File: config.mk
export PLATFORM = sky130hd
export DESIGN_NAME = axi_wr_burst_engine
export DESIGN_NICKNAME = d
export VERILOG_FILES = /design/src/rtl/axi_wr_burst_engine.sv
export SDC_FILE = /design/constraint.sdc
export NUM_CORES = 1
export LEC_CHECK = 0
export CAP_MARGIN = 20
export CORE_MARGIN = 8
export CORE_UTILIZATION = 49
export DETAILED_ROUTE_END_ITERATION = 8
export GPL_ROUTABILITY_DRIVEN = 0
export GPL_TIMING_DRIVEN = 0
export PLACE_DENSITY_LB_ADDON = 0.1
export SLEW_MARGIN = 20
export SYNTH_ARGS = -nofsm -noshare
export SYNTH_HDL_FRONTEND = slang
export SYNTH_SLANG_ARGS = --single-unit
File: constraint.sdc
create_clock -name clk -period 5.5 [get_ports clk]
set_input_delay 1.1 -clock clk [delete_from_list [all_inputs] [get_ports clk]]
set_output_delay 1.1 -clock clk [all_outputs]
set_load 0.005 [all_outputs]
File: src/rtl/axi_wr_burst_engine.sv
// Single-burst AXI4 write master: issues one INCR burst, pulls each beat from a
// native read port into a one-entry holding register, then collects the B response.
module axi_wr_burst_engine #(
  parameter int unsigned ADDR_W     = 32,
  parameter int unsigned DATA_W     = 32,
  parameter int unsigned AXI_ADDR_W = ADDR_W,
  parameter int unsigned AXI_LEN_W  = 8,
  parameter int unsigned AXI_ID_W   = 1
) (
  input  logic                    clk,
  input  logic                    rst_n,
  input  logic                    run,
  input  logic [ADDR_W-1:0]       addr,
  input  logic [AXI_LEN_W-1:0]    length,
  output logic                    ready,
  output logic                    error,
  output logic                    m_valid,
  output logic [ADDR_W-1:0]       m_addr,
  input  logic [DATA_W-1:0]       m_rdata,
  input  logic [DATA_W/8-1:0]     m_rstrb,
  input  logic                    m_ready,
  output logic [AXI_ID_W-1:0]     m_axi_awid,
  output logic [AXI_ADDR_W-1:0]   m_axi_awaddr,
  output logic [AXI_LEN_W-1:0]    m_axi_awlen,
  output logic [2:0]              m_axi_awsize,
  output logic [1:0]              m_axi_awburst,
  output logic [1:0]              m_axi_awlock,
  output logic [3:0]              m_axi_awcache,
  output logic [2:0]              m_axi_awprot,
  output logic [3:0]              m_axi_awqos,
  output logic                    m_axi_awvalid,
  input  logic                    m_axi_awready,
  output logic [DATA_W-1:0]       m_axi_wdata,
  output logic [DATA_W/8-1:0]     m_axi_wstrb,
  output logic                    m_axi_wlast,
  output logic                    m_axi_wvalid,
  input  logic                    m_axi_wready,
  input  logic [AXI_ID_W-1:0]     m_axi_bid,
  input  logic [1:0]              m_axi_bresp,
  input  logic                    m_axi_bvalid,
  output logic                    m_axi_bready
);

  localparam int unsigned STRB_W = DATA_W / 8;
  localparam int unsigned SIZE   = $clog2(STRB_W);
  localparam int unsigned CNT_W  = AXI_LEN_W + 1;

  typedef enum logic [1:0] {S_IDLE, S_ADDR, S_DATA, S_RESP} state_e;

  state_e                 state_q, state_d;
  logic [ADDR_W-1:0]      base_q, base_d;
  logic [AXI_LEN_W-1:0]   len_q, len_d;
  logic [CNT_W-1:0]       req_cnt_q, req_cnt_d;
  logic [CNT_W-1:0]       snd_cnt_q, snd_cnt_d;
  logic                   buf_full_q, buf_full_d;
  logic                   wvalid_q, wvalid_d;
  logic                   wlast_q, wlast_d;
  logic [DATA_W-1:0]      wdata_q, wdata_d;
  logic [STRB_W-1:0]      wstrb_q, wstrb_d;
  logic                   m_valid_q, m_valid_d;
  logic [ADDR_W-1:0]      m_addr_q, m_addr_d;
  logic                   awvalid_q, awvalid_d;
  logic [AXI_ADDR_W-1:0]  awaddr_q, awaddr_d;
  logic                   bready_q, bready_d;
  logic                   error_q, error_d;
  logic                   ready_q, ready_d;

  logic capture_c;
  logic w_hs_c;
  logic active_c;
  logic unused_bid;

  assign unused_bid = ^m_axi_bid;

  assign capture_c = m_valid_q & m_ready;
  assign w_hs_c    = wvalid_q & m_axi_wready;

  // Next-state, beat request and holding-register control
  always_comb begin
    state_d    = state_q;
    base_d     = base_q;
    len_d      = len_q;
    req_cnt_d  = req_cnt_q;
    snd_cnt_d  = snd_cnt_q;
    buf_full_d = buf_full_q;
    wdata_d    = wdata_q;
    wstrb_d    = wstrb_q;
    m_addr_d   = m_addr_q;
    m_valid_d  = 1'b0;
    awvalid_d  = awvalid_q;
    awaddr_d   = awaddr_q;
    bready_d   = bready_q;
    error_d    = error_q;
    ready_d    = ready_q;
    active_c   = 1'b0;

    case (state_q)
      S_IDLE: begin
        if (run) begin
          base_d     = addr;
          len_d      = length;
          awaddr_d   = AXI_ADDR_W'(addr);
          error_d    = 1'b0;
          req_cnt_d  = '0;
          snd_cnt_d  = '0;
          buf_full_d = 1'b0;
          ready_d    = 1'b0;
          awvalid_d  = 1'b1;
          state_d    = S_ADDR;
        end
      end
      S_ADDR: begin
        if (m_axi_awready) begin
          awvalid_d = 1'b0;
          state_d   = S_DATA;
        end
      end
      S_DATA: begin
        if (w_hs_c && wlast_q) begin
          bready_d = 1'b1;
          state_d  = S_RESP;
        end
      end
      S_RESP: begin
        if (m_axi_bvalid) begin
          bready_d = 1'b0;
          error_d  = |m_axi_bresp;
          ready_d  = 1'b1;
          state_d  = S_IDLE;
        end
      end
      default: state_d = S_IDLE;
    endcase

    // A fill and a drain never coincide: requests only issue while the buffer is empty
    if (capture_c) begin
      wdata_d    = m_rdata;
      wstrb_d    = m_rstrb;
      buf_full_d = 1'b1;
      req_cnt_d  = req_cnt_q + CNT_W'(1);
    end else if (w_hs_c) begin
      buf_full_d = 1'b0;
      snd_cnt_d  = snd_cnt_q + CNT_W'(1);
    end

    active_c = (state_d == S_ADDR) || (state_d == S_DATA);
    if (m_valid_q && !m_ready) begin
      m_valid_d = 1'b1;
    end else if (active_c && !buf_full_d && (req_cnt_d <= CNT_W'(len_d))) begin
      m_valid_d = 1'b1;
      m_addr_d  = base_d + (ADDR_W'(req_cnt_d) << SIZE);
    end

    // W is only presented once the address phase is done, even if beat 0 was prefetched
    wvalid_d = (state_d == S_DATA) && buf_full_d;
    wlast_d  = wvalid_d && (snd_cnt_d == CNT_W'(len_d));
  end

  always_ff @(posedge clk or negedge rst_n) begin
    if (!rst_n) begin
      state_q    <= S_IDLE;
      base_q     <= '0;
      len_q      <= '0;
      req_cnt_q  <= '0;
      snd_cnt_q  <= '0;
      buf_full_q <= 1'b0;
      wvalid_q   <= 1'b0;
      wlast_q    <= 1'b0;
      wdata_q    <= '0;
      wstrb_q    <= '0;
      m_valid_q  <= 1'b0;
      m_addr_q   <= '0;
      awvalid_q  <= 1'b0;
      awaddr_q   <= '0;
      bready_q   <= 1'b0;
      error_q    <= 1'b0;
      ready_q    <= 1'b1;
    end else begin
      state_q    <= state_d;
      base_q     <= base_d;
      len_q      <= len_d;
      req_cnt_q  <= req_cnt_d;
      snd_cnt_q  <= snd_cnt_d;
      buf_full_q <= buf_full_d;
      wvalid_q   <= wvalid_d;
      wlast_q    <= wlast_d;
      wdata_q    <= wdata_d;
      wstrb_q    <= wstrb_d;
      m_valid_q  <= m_valid_d;
      m_addr_q   <= m_addr_d;
      awvalid_q  <= awvalid_d;
      awaddr_q   <= awaddr_d;
      bready_q   <= bready_d;
      error_q    <= error_d;
      ready_q    <= ready_d;
    end
  end

  assign ready         = ready_q;
  assign error         = error_q;
  assign m_valid       = m_valid_q;
  assign m_addr        = m_addr_q;
  assign m_axi_awid    = '0;
  assign m_axi_awaddr  = awaddr_q;
  assign m_axi_awlen   = len_q;
  assign m_axi_awsize  = 3'(SIZE);
  assign m_axi_awburst = 2'b01;
  assign m_axi_awlock  = 2'b00;
  assign m_axi_awcache = 4'b0011;
  assign m_axi_awprot  = 3'b000;
  assign m_axi_awqos   = 4'b0000;
  assign m_axi_awvalid = awvalid_q;
  assign m_axi_wdata   = wdata_q;
  assign m_axi_wstrb   = wstrb_q;
  assign m_axi_wlast   = wlast_q;
  assign m_axi_wvalid  = wvalid_q;
  assign m_axi_bready  = bready_q;

endmodule

== Word level (Yosys, flattened, before mapping) ==
Cells that the tools add are included.

* Register bits after elaboration: 168
* Input port bits: 86

* $add $sub $neg: 3
* $lt $le $gt $ge: 1
* Equal/unequal tests: 10
* Mux-type cells: 33
* Bitwise operators: 3
* Reductions and logical operators: 19

{| class="wikitable"
|+ Operator list
! cell !! number
|-
| two-way mux 32 bit || 2
|-
| two-way mux 9 bit || 7
|-
| adder 32 x 11 -> 32 bit || 1
|-
| adder 9 x 1 -> 9 bit, second input constant || 2
|-
| two-way mux 8 bit || 2
|-
| two-way mux 1 bit || 13
|-
| equality test 9 x 8 -> 1 bit || 1
|-
| less-or-equal comparator 9 x 8 -> 1 bit || 1
|-
| AND reduction 3 bit || 3
|-
| two-way mux 2 bit || 4
|-
| != test 2 bit, second input constant || 4
|-
| case mux 1 bit (2 select lines) || 4
|-
| case mux 2 bit (4 select lines) || 1
|-
| equality test 2 bit, second input constant || 3
|-
| logical AND 1 bit || 6
|-
| nonzero test 2 bit || 3
|-
| equality test 2 x 1 -> 1 bit, second input constant || 2
|-
| AND reduction 2 bit || 2
|-
| AND 1 bit || 2
|-
| logical NOT 1 bit || 2
|-
| logical NOT 2 bit || 1
|-
| OR reduction 2 bit || 1
|-
| logical OR 1 bit || 1
|-
| NOT 1 bit || 1
|}

== Logic depth before layout (Yosys ltp) ==
Gate-level depths: netlist of the first run.

* Depth in word-level cells: 10
* Mapped depth: 19
* Mapped depth without buffers: 14

== Least setup slack after synthesis of the first run ==
OpenSTA, ideal clock, no wires.

* Path kind: input-to-reg
* Start point: in run
* End point: reg m_addr_q[30], in the netlist m_addr[30]
* Setup time: 120 ps
* Arrival time: 4,662 ps
* Data required time: 5,380 ps
* Slack: 718 ps
* Cell stages on the path: 17
* Buffers on the path: 4
* Path through: nor3b_4 buf_6 clkbuf_1 clkbuf_1 buf_1 nand2_1 nand2_1 ha_1 inv_1 fa_1 nor2b_1 o31a_1 o31ai_1 o211ai_4 nand4_2 or3_1 a31o_1

* Elaborated cells between the ends (all ways): 22

{| class="wikitable"
|+ RTL lines
! item !! RTL line !! RTL
|-
| start, declared || 12 || <nowiki>input logic run,</nowiki>
|-
| two-way mux 32 bit || 99 || <nowiki>if (run) begin</nowiki>
|-
| two-way mux 32 bit || 97 || <nowiki>case (state_q)</nowiki>
|-
| named net base_d[2] || 51 || <nowiki>logic [ADDR_W-1:0] base_q, base_d;</nowiki>
|-
| adder 32 x 11 -> 32 bit || 151 || <nowiki>m_addr_d = base_d + (ADDR_W'(req_cnt_d) << SIZE);</nowiki>
|-
| end signal, assigned || 190 || <nowiki>m_addr_q <= m_addr_d;</nowiki>
|-
| end, declared || 61 || <nowiki>logic [ADDR_W-1:0] m_addr_q, m_addr_d;</nowiki>
|}

The timed path passes the listed nets, and every way through them passes these cells.
A chain may end at the register's enable or synchronous reset.

== Final worst setup path of the first run ==
Same ends and word-level chain as after synthesis.

==> flow_summary_export.csv, run 1 <==
group,metric,value,unit
sta,hold_violations,0,
route,wl,22300,um
critical_path,r2r_setup_slack,1.02,ns
worst_hold_path,holdCritPathClass,"flop to flop",
flow_run,maxCapViolations,0,
critical_path,path_delay_family,"buffers and inverters",
sta,timing.final.crit_share,0.944,
route,firstDrtPassIters,6,
floorplan,die_x,144,um
grt,antenna_found_initial,0,
place,port_buffers,199,
worst_hold_path,hold_depth,2,
synth,ys.flop_type,"dfrtp_1",
sta,timing.final.crit_period,5.19,ns
critical_path,reg2reg_to,"m_addr[31]",
final_layout,seq_area,0.00421,mm^2
grt,gr-total-overflow,0,
sta,maxSlewHeadroom,0.540,
power_and_ir_drop,p_leak,5.22,nW
route,drt-wirelength-per-cell,17.0,um
grt,grt_pass1_vias,6796,
final_layout,final_core_util,0.688,
floorplan,io-pin-count,220,
floorplan,fp-row-count,46,
final_layout,final_common_cell,"nand2_1",
place,post-place-cells,1283,
run_status,status,"finished clean",
final_layout,fin_cells,1313,
clock_network,cts_tree,"built",
sta,finClkSkew,0.00724,ns
synth,netlist_area,0.00802,mm^2
clock_network,clkLatencyLatePin,0.42,ns
grt,grt_first_pass_wirelength,35600,um
final_layout,design_area,0.0110,mm^2
final_layout,finish.net_count,1190,
floorplan,dieArea,0.0207,mm^2
route,drtIter0Drc,337,
clock_network,cts.path.max_buffers,2,
power_and_ir_drop,vdd_drop_max,0.315,mV
critical_path,cp_data_required_time,5.81,ns
sta,rsz0062_at_grt,"no",
clock_network,h-tree-depth,4,
grt,grt_max_degree,90,
final_layout,drive_gt1_frac,0.0884,
worst_hold_path,hold_end,"ready",
final_layout,multiInputGateArea,0.00348,mm^2
final_layout,fill_cells,1272,
route,num_vias,6750,
synth,ys_types,63,
grt,grtUsageTotal,0.222,
critical_path,cp_cell_sequence,"clkdlybuf4s50_1, or3b_1, clkbuf_4, clkbuf_2, clkbuf_4, clkbuf_2, nand2_1, nand2_1, ha_1, inv_1, fa_1, nor2b_1, o31a_1, o31ai_2, o211ai_4, nand4_2, or3_1, a31o_1",
place,dp_hpwl,16800,um
sta,finalHoldWorstSlack,0.461,ns
synth,syn_area_per_cell,9.44,um^2
critical_path,worst-setup-path-type,"input pin to flop",
critical_path,rr_worst_depth,17,
floorplan,die-height,144,um
critical_path,arrival,5.50,ns
clock_network,cts.sinks,168,
synth,syn_inst,850,
critical_path,setup.worst_path.end_class,"flop",
floorplan,core_area,0.0159,mm^2
place,pre_cts_ws,-1.34,ns
power_and_ir_drop,p_per_area,545,mW/mm^2
critical_path,reg2reg_from,"state_q[1]",
synth,ys_seq_area_frac,0.524,
final_layout,area_delta_synth_final,36.8,%
critical_path,worst-path-buf-inv,6,
clock_network,cts_hold_buffers,0,
critical_path,critPathMaxFanout,18,
sta,max_freq,193,MHz
route,ant_nets,0,
critical_path,worst_setup_path_start_kind,"input pin",
critical_path,critPathSlowestCell,"clkdlybuf4s50_1",
critical_path,slowest_delay,0.47,ns
sta,tightestPinTransition,0.690,ns
floorplan,initial_core_util,0.503,
synth,ys_warn_count,0,
synth,synth_seq_cells,168,
final_layout,n_antenna_cell,0,
sta,layout_setup_ws,0.307,ns
route,drcViolationCount,0,
synth,synth_edf_count,0,
synth,async_reset_ff_frac,1.00,
route,drt-vias-per-instance,5.14,
clock_network,numCtsBuffers,17,
sta,slew_viol_final,0,
sta,finalSetupViolations,0,
worst_hold_path,hold_start,"ready",
clock_network,clk_pin_slew,0.06,ns
clock_network,clockRootBuffer,"clkbuf_16",
final_layout,final_cell_mix,"nand2_1, clkdlybuf4s50_1, dfrtp_1",
place,placed_cell_area,0.0104,mm^2
area by class of cell:
| cell class | count | share of cell area |
|---|---|---|
| Tap cell | 216 | 0.0246 |
| Timing Repair Buffer | 201 | 0.185 |
| Multi-Input combinational cell | 619 | 0.318 |
| Buffer | 50 | 0.0274 |
| Clock inverter | 7 | 0.00844 |
| Clock buffer | 25 | 0.0443 |
| Sequential cell | 168 | 0.383 |
| Inverter | 27 | 0.00924 |
worst register-to-register path, cell delays in order, from the launching register on:
cell and delay (ns):
dfrtp_1 0.38, buf_6 0.14, or3b_1 0.37, clkbuf_4 0.25, clkbuf_2 0.28, clkbuf_4 0.29, clkbuf_2 0.26, nand2_1 0.12
nand2_1 0.09, ha_1 0.36, o21ai_0 0.14, o21ai_0 0.33, a21oi_1 0.14, o211ai_1 0.29, buf_2 0.30, nand4_1 0.19
xnor2_1 0.18, mux2_2 0.26
logic make-up after synthesis:
| kind of cell | share of synthesized area |
|---|---|
| AO/OA/AOI/OAI | 0.0839 |
| XOR/XNOR | 0.0393 |
| adder cells (fa/ha/maj) | 0.0321 |
| buffers and inverters | 0.0501 |
| flip-flops | 0.524 |
| multiplexers | 0.0532 |
| other | 0.000936 |
| AND/OR/NAND/NOR | 0.216 |
repair_timing:
action,in CTS,in global routing
resized for setup,5,4
setup endpoints to repair,32,10
setup buffers,0,1
metrics by stage:
stage / power (mW) / setup TNS [ns]
after CTS: 6.03 / 0
final: 5.98 / 0
after global placement: 4.76 / -643.44
after floorplan: 3.45 / 0
after detailed placement: 4.83 / -30.55
after global routing: 6.40 / 0
registers in the layout, indices dropped and copies added, names as in the netlist:
register,flops
m_axi_awlen,8
m_axi_bready,1
m_axi_wvalid,1
req_cnt_q,9
buf_full_q,1
m_axi_wdata,32
ready,1
error,1
m_axi_wlast,1
state_q,2
m_axi_awaddr,32
base_q,32
m_axi_awvalid,1
m_valid,1
m_axi_wstrb,4
m_addr,32
snd_cnt_q,9
routing by layer:
| metal | up-vias | wire (um) | track usage | part of all wire |
|---|---|---|---|---|
| met1 | 3188 | 9400 | 0.275 | 0.42 |
| met5 | - | 0 | 0 | 0 |
| met4 | 0 | 532 | 0.0830 | 0.024 |
| met2 | 248 | 10400 | 0.355 | 0.47 |
| met3 | 36 | 2010 | 0.0703 | 0.090 |
| li1 | 3278 | - | - | - |
power by group:
part	internal [mW]	total (mW)	switching (mW)
combinational	1.41	2.72	1.31
sequential	1.78	2.08	0.300
clock	0.704	1.18	0.474
total	3.89	5.98	2.09
Yosys cell counts (4+ instances only):
cell type	n	area (um^2)
xor2_1	4	35.0
mux2_1	5	56.3
inv_1	27	101
mux2i_1	13	130
a31oi_1	7	43.8
o31ai_1	5	37.5
ha_1	19	238
mux2_2	20	225
a21oi_1	21	105
nand4_1	17	106
buf_2	6	30.0
nor2_1	28	105
clkbuf_1	21	78.8
o21ai_1	5	25.0
a21boi_0	4	30.0
nand3_1	35	175
and2_1	6	37.5
buf_4	21	158
dfrtp_1	167	4180
nand2_1	287	1080
and3_1	8	50.1
xnor2_1	32	280
o21ai_0	30	150
worst max-delay path by stage:
stage	slack [ns]	depth (start not counted)	end	startpoint
floorplan	0.72	17	m_addr[30]	run
CTS	0.08	18	m_addr[30]	run
detailed placement	-1.34	19	m_addr[30]	run
global route	0.09	18	m_addr[30]	run
finish	0.31	18	m_addr[30]	run
global placement	-3.68	1	m_axi_wdata[3]	rst_n
No activity file was read; power rests on OpenSTA's default activity.
==> inputs of run 2 (changes only) <==
PLACE_DENSITY_LB_ADDON = 0.12   (was 0.1)
==> run 2 against run 1 <==
  * Utilization up 0.34 points
  * First-iteration DRC count up 20%
  * Flip-flop and latch count unchanged
  * Routed wire length up 0.25%
  * Sequential share of layout area down 0.19 points
  * Setup slack worse by 0.023 ns
==> flow_summary_export.csv, run 2 (synthesis results as in run 1) <==
group,metric,value,unit
worst_hold_path,holdCritPathClass,"flop to flop",
place,dp_hpwl,16800,um
sta,finalSetupViolations,0,
final_layout,drive_gt1_frac,0.0901,
route,num_vias,6758,
sta,slew_viol_final,0,
sta,timing.final.crit_share,0.948,
worst_hold_path,hold_start,"ready",
sta,timing.final.crit_period,5.22,ns
grt,grt_first_pass_wirelength,35900,um
sta,maxSlewHeadroom,0.553,
final_layout,area_delta_synth_final,37.4,%
route,ant_nets,0,
critical_path,arrival,5.53,ns
power_and_ir_drop,p_leak,5.26,nW
clock_network,clk_pin_slew,0.06,ns
clock_network,cts_tree,"built",
clock_network,cts.path.max_buffers,2,
critical_path,rr_worst_depth,18,
grt,grt_max_degree,94,
sta,tightestPinTransition,0.651,ns
grt,antenna_found_initial,0,
final_layout,final_cell_mix,"nand2_1, clkdlybuf4s50_1, dfrtp_1",
grt,grtUsageTotal,0.223,
critical_path,worst-setup-path-type,"input pin to flop",
floorplan,fp-row-count,46,
run_status,status,"finished clean",
power_and_ir_drop,vdd_drop_max,0.339,mV
floorplan,dieArea,0.0207,mm^2
final_layout,final_common_cell,"nand2_1",
critical_path,critPathMaxFanout,18,
clock_network,clockRootBuffer,"clkbuf_16",
route,wl,22400,um
route,drt-wirelength-per-cell,17.0,um
power_and_ir_drop,p_per_area,552,mW/mm^2
final_layout,n_antenna_cell,0,
clock_network,cts.sinks,168,
grt,grt_pass1_vias,6881,
sta,tns,0,ns
clock_network,h-tree-depth,4,
place,pre_cts_ws,-1.36,ns
route,drtIter0Drc,405,
floorplan,die_x,144,um
clock_network,clkLatencyLatePin,0.43,ns
clock_network,numCtsBuffers,17,
sta,layout_setup_ws,0.284,ns
critical_path,reg2reg_from,"state_q[0]",
critical_path,r2r_setup_slack,0.99,ns
floorplan,core_area,0.0159,mm^2
critical_path,worst_setup_path_start_kind,"input pin",
sta,hold_violations,0,
floorplan,initial_core_util,0.503,
floorplan,io-pin-count,220,
flow_run,maxCapViolations,0,
sta,max_freq,192,MHz
grt,gr-total-overflow,0,
route,drt-vias-per-instance,5.14,
sta,rsz0062_at_grt,"no",
critical_path,startpoint,"run",
worst_hold_path,hold_depth,2,
final_layout,final_core_util,0.691,
sta,finClkSkew,0.0111,ns
route,drcViolationCount,0,
critical_path,setup.worst_path.end_class,"flop",
floorplan,die-height,144,um
final_layout,finish.net_count,1192,
critical_path,cp_data_required_time,5.81,ns
route,firstDrtPassIters,7,
place,port_buffers,199,
[run 2: changes by cell type in the layout (fill, tap and decap cells not counted), sizes merged]
cell and delta:
bufinv +2, buf +2, clkinv +2, clkinvlp -2, clkbuf -2
[run 2: stage by stage]
step           std cells  hold WS (ns)  total power, mW  area [um^2]
2_1_floorplan        867         0.441             3.45         8090
3_3_place_gp        1282         0.447             4.76        10300
3_5_place_dp        1283         0.449             4.83        10400
4_1_cts             1313         0.459             6.12        11000
5_1_grt             1315         0.489             6.50        11000
6_report            1315         0.458             6.08        11000
[run 2: final cells by class]
| class | count | area, um^2 |
|---|---|---|
| timing repair buffer | 202 | 2040 |
| clock inverter | 9 | 148 |
| multi-input combinational | 619 | 3480 |
| buffer | 51 | 304 |
| tap | 216 | 270 |
| clock buffer | 23 | 478 |
| fill | 1302 | 4920 |
| inverter | 27 | 101 |
| sequential | 168 | 4210 |
[run 2: layer usage]
| layer | global-route usage | share of wire | vias up |
|---|---|---|---|
| met5 | 0 | 0 | - |
| met4 | 0.0814 | 0.021 | 0 |
| met3 | 0.0717 | 0.089 | 31 |
| met2 | 0.359 | 0.47 | 237 |
| met1 | 0.276 | 0.42 | 3223 |
| li1 | - | - | 3267 |
[run 2: worst paths after layout]
| check | endpoint |
|---|---|
| max | m_addr[30] |
| min | ready |
| max reg2reg | m_addr[30] |
| min reg2reg | ready |
| max in group asynchronous | m_addr[1] |
| min in group asynchronous | snd_cnt_q[3] |
[run 2: power breakdown]
| part | switching (mW) | total [mW] | leakage [nW] | internal, mW |
|---|---|---|---|---|
| Clock | 0.481 | 1.27 | 0.307 | 0.794 |
| Sequential | 0.301 | 2.08 | 2.10 | 1.78 |
| Combinational | 1.31 | 2.72 | 2.85 | 1.41 |
[run 2: timing repair]
action / in CTS / in global routing
gates resized for setup: 5 / 4
buffers inserted: 0 / 2
setup endpoints to repair: 32 / 8
hold buffers: 0 / 0
[run 2: critical path, stage by stage]
cell and delay, ns:
clkdlybuf4s50_1 0.48, or3b_1 0.19, clkbuf_4 0.28, buf_2 0.32, clkbuf_4 0.32, clkbuf_2 0.30, nand2_1 0.09, nand2_1 0.09
ha_1 0.21, inv_1 0.07, fa_1 0.40, nor2b_1 0.17, o31a_1 0.18, o31ai_1 0.15, o211ai_4 0.41, nand4_2 0.18
or3_1 0.35, a31o_1 0.22
==> inputs of run 3 (changes only) <==
CORE_UTILIZATION = 40   (was 49)
==> run 3 against run 2 <==
  * Cell area up 0.40%
  * Sequential power barely moved
  * Total power decreased by 0.45%
  * Cell count up 3.9%
  * Non-clock buffer count is 3 lower
  * Critical path type unchanged
  * Largest power group unchanged
==> flow_summary_export.csv, run 3 (synthesis results as in run 1) <==
group,metric,value,unit
grt,grt_max_degree,98,
floorplan,io-pin-count,220,
run_status,status,"finished clean",
grt,antenna_found_initial,0,
clock_network,clk_pin_slew,0.07,ns
grt,grtUsageTotal,0.191,
grt,grt_pass1_vias,6703,
final_layout,finish.net_count,1189,
final_layout,area_delta_synth_final,38.0,%
critical_path,cp_data_required_time,5.82,ns
route,drcViolationCount,0,
final_layout,drive_gt1_frac,0.0912,
final_layout,final_cell_mix,"nand2_1, clkdlybuf4s50_1, dfrtp_1",
route,firstDrtPassIters,5,
route,ant_nets,0,
critical_path,worst-setup-path-type,"input pin to flop",
sta,finalSetupViolations,0,
clock_network,clkLatencyLatePin,0.43,ns
grt,met2_usage,0.303,
critical_path,critPathMaxFanout,27,
power_and_ir_drop,vdd_drop_max,0.252,mV
floorplan,dieArea,0.0248,mm^2
floorplan,die_x,158,um
clock_network,numCtsBuffers,17,
clock_network,clockRootBuffer,"clkbuf_16",
sta,max_freq,190,MHz
grt,grt_use_met1,0.246,
place,dp_hpwl,17100,um
route,wl,22900,um
clock_network,cts_hold_buffers,0,
grt,gr-usage-met3,0.0669,
final_layout,final_common_cell,"nand2_1",
clock_network,h-tree-depth,4,
grt,gr-total-overflow,0,
critical_path,worst_setup_path_start_kind,"input pin",
route,drtIter0Drc,299,
clock_network,cts.sinks,168,
critical_path,slowest_delay,0.48,ns
power_and_ir_drop,p_total,6.05,mW
grt,grt_first_pass_wirelength,36500,um
grt,grt_busiest_layer,"met2",
route,drt-wirelength-per-cell,16.8,um
floorplan,fp-row-count,52,
floorplan,core_area,0.0200,mm^2
power_and_ir_drop,p_leak,5.24,nW
final_layout,n_antenna_cell,0,
sta,rsz0062_at_grt,"no",
route,num_vias,6634,
critical_path,setup.worst_path.end_class,"flop",
critical_path,path_delay_family,"buffers and inverters",
sta,tightestPinTransition,0.733,ns
sta,timing.final.crit_period,5.26,ns
place,port_buffers,199,
floorplan,die-height,158,um
sta,hold_violations,0,
sta,timing.final.crit_share,0.957,
floorplan,initial_core_util,0.402,
critical_path,arrival,5.58,ns
critical_path,worst-path-buf-inv,5,
critical_path,critPathSlowestCell,"clkdlybuf4s50_1",
route,drt-vias-per-instance,4.86,
critical_path,cp_cell_sequence,"clkdlybuf4s50_1, or3b_1, buf_2, clkbuf_2, clkbuf_2, nand2_1, nand2_1, ha_1, inv_1, fa_1, nor2b_1, o31a_1, o31ai_1, o211ai_4, nand4_2, or3_1, a31o_1",
worst_hold_path,holdCritPathClass,"flop to flop",
sta,finalHoldWorstSlack,0.458,ns
sta,finClkSkew,0.00931,ns
clock_network,cts_tree,"built",
flow_run,maxCapViolations,0,
sta,maxSlewHeadroom,0.507,
clock_network,cts.path.max_buffers,2,
sta,slew_viol_final,0,
power_and_ir_drop,p_per_area,547,mW/mm^2
==> run 3: cell count changes in the layout (fill, tap and decap cells not counted), sizes merged <==
cell and change:
bufinv -1, inv +7, clkbuf -7, clkinv -2, buf -1, clkinvlp +1
==> run 3: area by class of cell <==
type / count / area (um^2)
multi-input cells: 619 / 3480
plain buffers: 49 / 290
fillers: 1842 / 8910
flip-flops and latches: 168 / 4210
repair buffers: 201 / 2030
clock buffers: 18 / 439
inverters: 27 / 101
well taps: 270 / 338
clock inverters: 14 / 184
==> run 3: worst paths after layout <==
kind | slack, ns | startpoint | endpoint | cells past startpoint
setup / recovery | 0.24 | run | m_addr[30] | 17
hold / removal | 0.46 | ready | ready | 2
setup reg to reg | 0.95 | state_q[0] | m_addr[30] | 17
hold reg to reg | 0.46 | ready | ready | 2
max in group asynchronous | 3.97 | rst_n | m_axi_awaddr[2] | 2
min in group asynchronous | 0.65 | rst_n | m_axi_awvalid | 1
==> run 3: where the power goes <==
part / internal (mW) / switching [mW] / total (mW)
Clock: 0.740 / 0.542 / 1.28
Combinational: 1.40 / 1.30 / 2.70
Sequential: 1.78 / 0.294 / 2.08
Total: 3.92 / 2.13 / 6.05
==> run 3: worst min-delay path, stage by stage (launching register included) <==
cell and delay, ns:
dfstp_2 0.37, nand2_1 0.05, nand2_1 0.04
==> run 3: per-stage QoR <==
stage | area, um^2 | TNS, ns | utilization | cells | setup WS, ns
floorplan | 8090 | 0 | - | 867 | 0.718
global placement | 10400 | -696.43 | 0.521 | 1336 | -3.97
detailed placement | 10400 | -35.81 | 0.523 | 1337 | -1.51
CTS | 11100 | 0 | 0.554 | 1366 | 0.0619
global route | 11100 | 0 | 0.554 | 1366 | 0.00598
finish | 11100 | 0 | 0.554 | 1366 | 0.237
==> run 3: per-layer routing <==
| layer | wire length [um] | part of all wire | vias up |
|---|---|---|---|
| li1 | - | - | 3267 |
| met2 | 10800 | 0.47 | 193 |
| met3 | 1910 | 0.083 | 10 |
| met4 | 173 | 0.0076 | 0 |
| met1 | 10100 | 0.44 | 3164 |
| met5 | 0 | 0 | - |
==> run 3: repair_timing <==
item / CTS / global route
setup buffers: 0 / 1
gates cloned: 0 / 0
setup endpoints to repair: 32 / 10
pin swaps: 0 / 0
gates resized for setup: 4 / 0
